<file path="src/rtl/uart_pkg.sv">
// rtl/uart_pkg.sv - shared constants, FSM state encoding and baud divider helper for the UART receiver
// No ports: imported by uart_baud_gen and uart_rx_ctrl.
package uart_pkg;

   localparam int OVERSAMPLE = 16;

   typedef enum logic [2:0] {
      ST_IDLE      = 3'd0,
      ST_START     = 3'd1,
      ST_DATA      = 3'd2,
      ST_STOP      = 3'd3,
      ST_WAIT_IDLE = 3'd4
   } rx_state_t;

   // Clocks per oversample tick; integer division truncates toward zero.
   function automatic int calc_div(input int clk_freq, input int baud_rate);
      return clk_freq / (baud_rate * OVERSAMPLE);
   endfunction

endpackage

</file>
<file path="src/rtl/uart_baud_gen.sv">
// rtl/uart_baud_gen.sv - 16x oversample tick generator with phase restart
// Ports:
//   CLK   in   system clock, rising edge
//   RST   in   asynchronous active-high reset
//   clear in   restart the divider at 0 (start edge alignment)
//   tick  out  one-cycle pulse every DIV clocks
module uart_baud_gen #(
   parameter int DIV = 10
) (
   input  logic CLK,
   input  logic RST,
   input  logic clear,
   output logic tick
);

   localparam int CW = (DIV > 1) ? $clog2(DIV) : 1;
   localparam logic [CW-1:0] LAST = CW'(DIV - 1);

   logic [CW-1:0] cnt_q, cnt_d;

   always_comb begin
      cnt_d = cnt_q + 1'b1;
      if (clear || (cnt_q == LAST)) begin
         cnt_d = '0;
      end
   end

   always_ff @(posedge CLK or posedge RST) begin
      if (RST) begin
         cnt_q <= '0;
      end else begin
         cnt_q <= cnt_d;
      end
   end

   // A clear cycle never produces a tick, so the first tick after a start
   // edge always lands a full DIV clocks later.
   assign tick = (cnt_q == LAST) && !clear;

endmodule

</file>
<file path="src/rtl/uart_rx_ctrl.sv">
// rtl/uart_rx_ctrl.sv - oversampling UART receiver with valid/ready output, framing and overrun flags
// Ports:
//   CLK          in   system clock, rising edge
//   RST          in   asynchronous active-high reset
//   RXD          in   asynchronous serial line, idle high
//   rx_data      out  received word, LSB first on the line
//   rx_valid     out  rx_data holds an unconsumed word
//   rx_ready     in   consumer accepts rx_data when high with rx_valid
//   rx_frame_err out  one-cycle pulse on a bad stop bit
//   rx_overrun   out  one-cycle pulse when a completed word is dropped
module uart_rx_ctrl
   import uart_pkg::*;
#(
   parameter int CLK_FREQ   = 1_600_000,
   parameter int BAUD_RATE  = 10_000,
   parameter int DATA_WIDTH = 8
) (
   input  logic                  CLK,
   input  logic                  RST,
   input  logic                  RXD,
   output logic [DATA_WIDTH-1:0] rx_data,
   output logic                  rx_valid,
   input  logic                  rx_ready,
   output logic                  rx_frame_err,
   output logic                  rx_overrun
);

   localparam int DIV = calc_div(CLK_FREQ, BAUD_RATE);
   localparam int BW  = $clog2(DATA_WIDTH + 1);
   localparam logic [BW-1:0] LAST_BIT  = BW'(DATA_WIDTH - 1);
   localparam logic [3:0]    MID_TICK  = 4'(OVERSAMPLE / 2 - 1);
   localparam logic [3:0]    FULL_TICK = 4'(OVERSAMPLE - 1);

   logic                  rxd_s1_q, rxd_s2_q;
   rx_state_t             state_q, state_d;
   logic [3:0]            tick_cnt_q, tick_cnt_d;
   logic [BW-1:0]         bit_cnt_q, bit_cnt_d;
   logic [DATA_WIDTH-1:0] shift_q, shift_d;
   logic [DATA_WIDTH-1:0] data_q, data_d;
   logic                  valid_q, valid_d;
   logic                  ferr_q, ferr_d;
   logic                  ovr_q, ovr_d;
   logic                  tick, baud_clear, byte_done, accept;

   uart_baud_gen #(.DIV(DIV)) u_baud_gen (
      .CLK   (CLK),
      .RST   (RST),
      .clear (baud_clear),
      .tick  (tick)
   );

   // Frame decoder. The tick counter runs from the start-bit midpoint, so
   // every later sample falls on its 4-bit wrap from 15 back to 0.
   always_comb begin
      state_d    = state_q;
      tick_cnt_d = tick_cnt_q;
      bit_cnt_d  = bit_cnt_q;
      shift_d    = shift_q;
      baud_clear = 1'b0;
      byte_done  = 1'b0;
      ferr_d     = 1'b0;
      case (state_q)
         ST_IDLE: begin
            if (!rxd_s2_q) begin
               state_d    = ST_START;
               tick_cnt_d = '0;
               bit_cnt_d  = '0;
               baud_clear = 1'b1;
            end
         end
         ST_START: begin
            if (tick) begin
               tick_cnt_d = tick_cnt_q + 4'd1;
               if (tick_cnt_q == MID_TICK) begin
                  tick_cnt_d = '0;
                  state_d    = rxd_s2_q ? ST_IDLE : ST_DATA;
               end
            end
         end
         ST_DATA: begin
            if (tick) begin
               tick_cnt_d = tick_cnt_q + 4'd1;
               if (tick_cnt_q == FULL_TICK) begin
                  shift_d = {rxd_s2_q, shift_q[DATA_WIDTH-1:1]};
                  if (bit_cnt_q == LAST_BIT) begin
                     bit_cnt_d = '0;
                     state_d   = ST_STOP;
                  end else begin
                     bit_cnt_d = bit_cnt_q + 1'b1;
                  end
               end
            end
         end
         ST_STOP: begin
            if (tick) begin
               tick_cnt_d = tick_cnt_q + 4'd1;
               if (tick_cnt_q == FULL_TICK) begin
                  if (rxd_s2_q) begin
                     byte_done = 1'b1;
                     state_d   = ST_IDLE;
                  end else begin
                     ferr_d  = 1'b1;
                     state_d = ST_WAIT_IDLE;
                  end
               end
            end
         end
         ST_WAIT_IDLE: begin
            // A held-low break reports one framing error, not one per frame time.
            if (rxd_s2_q) begin
               state_d = ST_IDLE;
            end
         end
         default: state_d = ST_IDLE;
      endcase
   end

   // Output holding register: a completing word replaces the held one only
   // if the slot is empty or being emptied on this very edge.
   assign accept = valid_q && rx_ready;

   always_comb begin
      data_d  = data_q;
      valid_d = valid_q;
      ovr_d   = 1'b0;
      if (byte_done) begin
         if (!valid_q || accept) begin
            data_d  = shift_q;
            valid_d = 1'b1;
         end else begin
            ovr_d = 1'b1;
         end
      end else if (accept) begin
         valid_d = 1'b0;
      end
   end

   always_ff @(posedge CLK or posedge RST) begin
      if (RST) begin
         rxd_s1_q   <= 1'b1;
         rxd_s2_q   <= 1'b1;
         state_q    <= ST_IDLE;
         tick_cnt_q <= '0;
         bit_cnt_q  <= '0;
         shift_q    <= '0;
         data_q     <= '0;
         valid_q    <= 1'b0;
         ferr_q     <= 1'b0;
         ovr_q      <= 1'b0;
      end else begin
         rxd_s1_q   <= RXD;
         rxd_s2_q   <= rxd_s1_q;
         state_q    <= state_d;
         tick_cnt_q <= tick_cnt_d;
         bit_cnt_q  <= bit_cnt_d;
         shift_q    <= shift_d;
         data_q     <= data_d;
         valid_q    <= valid_d;
         ferr_q     <= ferr_d;
         ovr_q      <= ovr_d;
      end
   end

   assign rx_data      = data_q;
   assign rx_valid     = valid_q;
   assign rx_frame_err = ferr_q;
   assign rx_overrun   = ovr_q;

endmodule

</file>
<file path="config.mk">
export PLATFORM = sky130hd
export DESIGN_NAME = uart_rx_ctrl
export DESIGN_NICKNAME = d
export VERILOG_FILES = /design/src/rtl/uart_pkg.sv /design/src/rtl/uart_baud_gen.sv /design/src/rtl/uart_rx_ctrl.sv
export SDC_FILE = /design/constraint.sdc
export NUM_CORES = 1
export LEC_CHECK = 0
export CORE_ASPECT_RATIO = 1.1
export CORE_MARGIN = 2
export CORE_UTILIZATION = 60
export CTS_CLUSTER_DIAMETER = 100
export DETAILED_ROUTE_END_ITERATION = 12
export PLACE_DENSITY = 0.94
export SYNTH_ARGS = -nofsm -noshare
export SYNTH_HDL_FRONTEND = slang
export SYNTH_SLANG_ARGS = --single-unit
export TNS_END_PERCENT = 50
</file>
<file path="constraint.sdc">
create_clock -name CLK -period 3 [get_ports CLK]
set_clock_uncertainty 0.1 [all_clocks]
set_input_delay 0.45 -clock CLK [delete_from_list [all_inputs] [get_ports CLK]]
set_output_delay 0.45 -clock CLK [all_outputs]
set_load 0.1 [all_outputs]
</file>
# Yosys cells after proc, flatten, opt, wreduce, memory -nomap -nowiden
# Cells that the tools add are included.
# totals
ff_bits,36
input_bits,4
output_inout_bits,11
# op_classes
addsub,3
eq_ne,19
n_mux,36
reduce_logical,17
# op_table
operator,count
$mux 4,8
$mux 3,10
$ne 2x2->1 const B,9
$pmux 3 s5,1
$mux 1,14
$add 4x1->4 const B,3
$pmux 4 s3,1
$reduce_and 9->1,1
$eq 4x3->1 const B,2
$eq 4x4->1 const B,2
$pmux 4 s2,1
$reduce_and 4->1,2
$eq 3x2->1 const B,2
$ne 2x1->1 const B,2
$reduce_and 2->1,2
$reduce_bool 2->1,2
$eq 3x1->1 const B,1
$eq 3x3->1 const B,1
$logic_not 3->1,1
$reduce_and 3->1,1
$reduce_bool 3->1,1
$logic_and 1x1->1,2
$logic_not 1->1,2
$logic_or 1x1->1,2
other kinds (2),2

# Depth between registers and ports, before layout
# logic_depth
depth_word,8
depth_mapped,6
depth_no_buf,6

# Hierarchy
# From an unflattened synthesis, not the netlist that was laid out.
# unflattened
hier_cells,148
area_unflattened_um2,1677.9
# modules_own_cells
mod,n_inst,cells_each,area_per_inst_um2,seq_area_each_um2
uart_rx_ctrl,1,127,1468.9,803.3
uart_baud_gen,1,21,209.0,100.1

# Worst setup path after synthesis
# Ideal clock, no wire load.
# synth_path
path_kind,register -> register
startpoint,register valid_q (netlist: rx_valid)
endpoint,register data_q[0] (netlist: rx_data[0])
arrival_time_ps,1655
slack_ps,1119
stages_incl_launch_ff,4
path_cell_list,dfrtp_1 nand2b_1 nand3_2 mux2_2
# synth_via
elab_chain_len,3
elab_cells_between_ends,4
cone_classes,4 x reduce/logical
# synth_rtl
item,line,text
from (decl),uart_rx_ctrl.sv:40,"logic valid_q, valid_d;"
from (signal assigned),uart_rx_ctrl.sv:158,valid_q <= valid_d;
$logic_not 1->1 / $logic_and 1x1->1 (equally long branches),"uart_rx_ctrl.sv:127, uart_rx_ctrl.sv:120",
$logic_or 1x1->1 *,uart_rx_ctrl.sv:127,if (!valid_q || accept) begin
$reduce_and 2->1 (no line) *,--,
to (signal assigned),uart_rx_ctrl.sv:157,data_q <= data_d;
to (decl),uart_rx_ctrl.sv:39,"logic [DATA_WIDTH-1:0] data_q, data_d;"
# Mark *: on every way between the ends. The rest lies on a longest branch, timed or not.
# A chain may end at the register's enable or synchronous reset.

# Final worst setup path
# layout_path
startpoint,register u_baud_gen.cnt_q[1]
endpoint,register shift_q[4]
# layout_via
elab_chain_len,3
# layout_rtl
item,line,text
from (decl),uart_baud_gen.sv:19,"logic [CW-1:0] cnt_q, cnt_d;"
from (signal assigned),uart_baud_gen.sv:32,cnt_q <= cnt_d;
$eq 4x4->1,uart_baud_gen.sv:38,assign tick = (cnt_q == LAST) && !clear;
$logic_and 1x1->1,uart_baud_gen.sv:38,
$reduce_and 3->1 (no line),--,
to (signal assigned),uart_rx_ctrl.sv:156,shift_q <= shift_d;
to (decl),uart_rx_ctrl.sv:38,"logic [DATA_WIDTH-1:0] shift_q, shift_d;"
# No other way between the ends.

==> flow_summary_export.csv <==
group,metric,value,unit
run_status,outcome,"complete, no violations",
sta,finalSetupTns,0,ns
sta,relSlewSlack,56.9,%
sta,grt_setup_unrepaired,"false",
logic_synthesis,ys_ff_latch,36,
cells_and_area,area_delta_synth_final,11.4,%
clocking,cts_sinks,36,
routing,drtAntennaViolNets,0,
logic_synthesis,syn_inst,142,
cells_and_area,n_antenna_cell,0,
place,io_buffers,14,
place,placed_area,1860,sq um
cells_and_area,final_nets,169,
routing,routed_via_density,6.04,
floorplanning,initial_core_util,62.7,%
grt,grt-ovfl-total,0,
logic_synthesis,synth.cells.most_frequent,"34 x dfrtp_1, 18 x mux2_2, 11 x nor2_1",
logic_synthesis,yosysUniqueCellTypes,44,
clocking,cts_hold_buffers,0,
clocking,clock_latency,0.35,ns
sta,fmax,519,MHz
sta,period_share,64.2,%
routing,totalWireLength,3240,um
clocking,cts_buffer_depth,2,
logic_synthesis,synth-main-ff-cell,"dfrtp_1",
grt,grt_first_pass_wirelength,5510,um
floorplanning,core,2750,sq um
critical_path,crit_fanout,8,
grt,top_usage_layer,"met2",
logic_synthesis,yosys.area.top_type,"dfrtp_1",
critical_path,cp-end-kind,"register",
power,p_leak,0.903,nW
grt,antenna_found_initial,0,
routing,dr_total_vias,1177,
logic_synthesis,syn-cell-area,1730,sq um
power,power.density,411,nW/um^2
floorplanning,io_pins,15,
cells_and_area,fin_util,69.9,%
logic_synthesis,synthTopCellsByArea,"dfrtp_1 49%, mux2_2 12%, dfstp_2 3.0%",
place,dpl.hpwl,2390,um
logic_synthesis,synth-seq-area-share,52.3,%
floorplanning,dieHeight,60.3,um
hold_path,min_path_type,"register to register",
routing,drt_iter0_markers,16,
floorplanning,die_w,55.2,um
logic_synthesis,synth_most_common_cell,"dfrtp_1",
sta,worst_pin_slew,0.646,ns
clocking,numCtsBuffers,5,
sta,setup_viol,0,
cells_and_area,drive_gt1_share,32.1,%
cells_and_area,fillers,197,
clocking,cts_repair_resize_count,0,
routing,first_pass_iters,4,
critical_path,setup.worst_path.class,"register to register",
place,dp.cells,187,
power,ir_drop,0.000531,V
sta,drv_slew,0,
grt,grt_pass1_vias,1223,
critical_path,rrSetupSlack,1.07,ns
grt,use_met1,27.4,%
clocking,cts.clk_slew.worst_paths,0.11,ns
logic_synthesis,synth_edf_count,0,
critical_path,required,3.15,ns
place,place_congestion,0.865,
critical_path,worstPathArrival,2.07,ns
cells_and_area,final_cell_area,1920,sq um
logic_synthesis,synth_warnings,0,
clocking,htreeDepth,2,
sta,hold_viol_final,0,
clocking,cts_setup_buffers,0,
cells_and_area,fin_cells,195,
grt,gr-usage-met3,8.25,%
logic_synthesis,synth_top_area_share,49.3,%
clocking,root_buffer,"clkbuf_4",
critical_path,critPathLaunchType,"register",
sta,period_needed,1.93,ns
grt,grt.total_usage,24.2,%
floorplanning,fp.dieArea,3320,sq um
clocking,cts_tree,"built",
logic_synthesis,async_flop_share,100,%
floorplanning,rows,20,
grt,grt_start_max_net_pins,21,
grt,met2_usage,40.6,%
power,power.total,0.000791,W
routing,wl_per_cell,16.6,um
logic_synthesis,synth_nets,150,
job,maxCapViolCount,0,
logic_synthesis,syn_avg_cell_area,12.2,sq um
routing,drc,0,
[final cells by class]
class	instances	area (sq um)	area share, %
repair buffers	15	120	6.24
flip-flops and latches	36	903	46.9
multi-input cells	98	774	40.2
well taps	33	41.3	2.15
clock buffers	6	51.3	2.67
clock inverters	2	15.0	0.780
inverters	5	18.8	0.975
[cells by family after synthesis]
| family | Yosys count | synth area share (%) |
|---|---|---|
| muxes | 18 | 11.7 |
| buffers and inverters | 8 | 2.83 |
| DFF | 36 | 52.3 |
| adders and majority gates | 4 | 2.90 |
| xor gates and xnor gates | 2 | 1.01 |
| AOI/OAI and AO/OA | 27 | 13.1 |
| and+or+nand+nor | 47 | 16.1 |
[flip-flops by register name (all words and copies together) (netlist names)]
signal / flops
u_baud_gen.cnt_q: 4
rx_valid: 1
rxd_s1_q: 1
state_q: 3
bit_cnt_q: 4
rx_data: 8
shift_q: 8
tick_cnt_q: 4
rx_overrun: 1
rxd_s2_q: 1
rx_frame_err: 1
[worst max-delay path: stages, from the launching register on]
cell and delay, ns:
dfrtp_1 0.42, inv_1 0.07, ha_1 0.16, nand3b_1 0.24
nor2_2 0.25, nand3_2 0.23, mux2_2 0.36
[cells in the final DEF, fill, tap and decap left out, types with 2 or more instances in the layout]
master,synthesis,final
o31ai_1,2,2
dfrtp_1,34,34
or4b_1,2,2
nand3_2,2,2
a21oi_1,2,2
a22o_1,3,3
nand3_1,6,6
a21o_1,2,2
nor3_1,2,2
clkdlybuf4s50_1,0,3
clkinvlp_4,0,2
nand2_1,8,8
o21ai_0,6,6
o41ai_1,3,3
dfstp_2,2,2
inv_1,5,5
clkbuf_4,0,5
mux2_2,18,18
nand3b_1,3,3
ha_1,4,4
nor2_1,11,11
buf_4,1,12
[per-layer routing]
| metal | part of all wire [%] | vias up |
|---|---|---|
| met1 | 43 | 595 |
| met3 | 3.3 | 5 |
| li1 | - | 556 |
| met5 | 0 | - |
| met2 | 52 | 21 |
| met4 | 1.6 | 0 |
[path summary, 6_finish.rpt]
path                                                    start                     end  cells past startpoint
worst max-delay path            u_baud_gen.cnt_q[1]$_DFF_PP0_  shift_q[4]$_DFFE_PP0P_                      6
worst min-delay path                       rxd_s1_q$_DFF_PP1_      rxd_s2_q$_DFF_PP1_                      0
worst max register to register  u_baud_gen.cnt_q[1]$_DFF_PP0_  shift_q[4]$_DFFE_PP0P_                      6
worst min register to register             rxd_s1_q$_DFF_PP1_      rxd_s2_q$_DFF_PP1_                      0
max in group asynchronous                                 RST      rxd_s1_q$_DFF_PP1_                      3
min in group asynchronous                                 RST  rx_frame_err$_DFF_PP0_                      2
[power breakdown]
part | leakage, nW | internal [W] | switching, W
Clock | 0.0305 | 0.000114 | 0.000172
Combinational | 0.391 | 0.00000530 | 0.0000109
Sequential | 0.481 | 0.000488 | 0.00000164
[metrics by stage]
| step | worst slack [ns] | hold slack [ns] |
|---|---|---|
| floorplan | 1.12 | 0.245 |
| global placement | 1.18 | 0.248 |
| detailed placement | 1.11 | 0.252 |
| CTS | 1.08 | 0.269 |
| global route | 0.970 | 0.271 |
| finish | 1.07 | 0.266 |
Power figures use the tool's default switching activity.
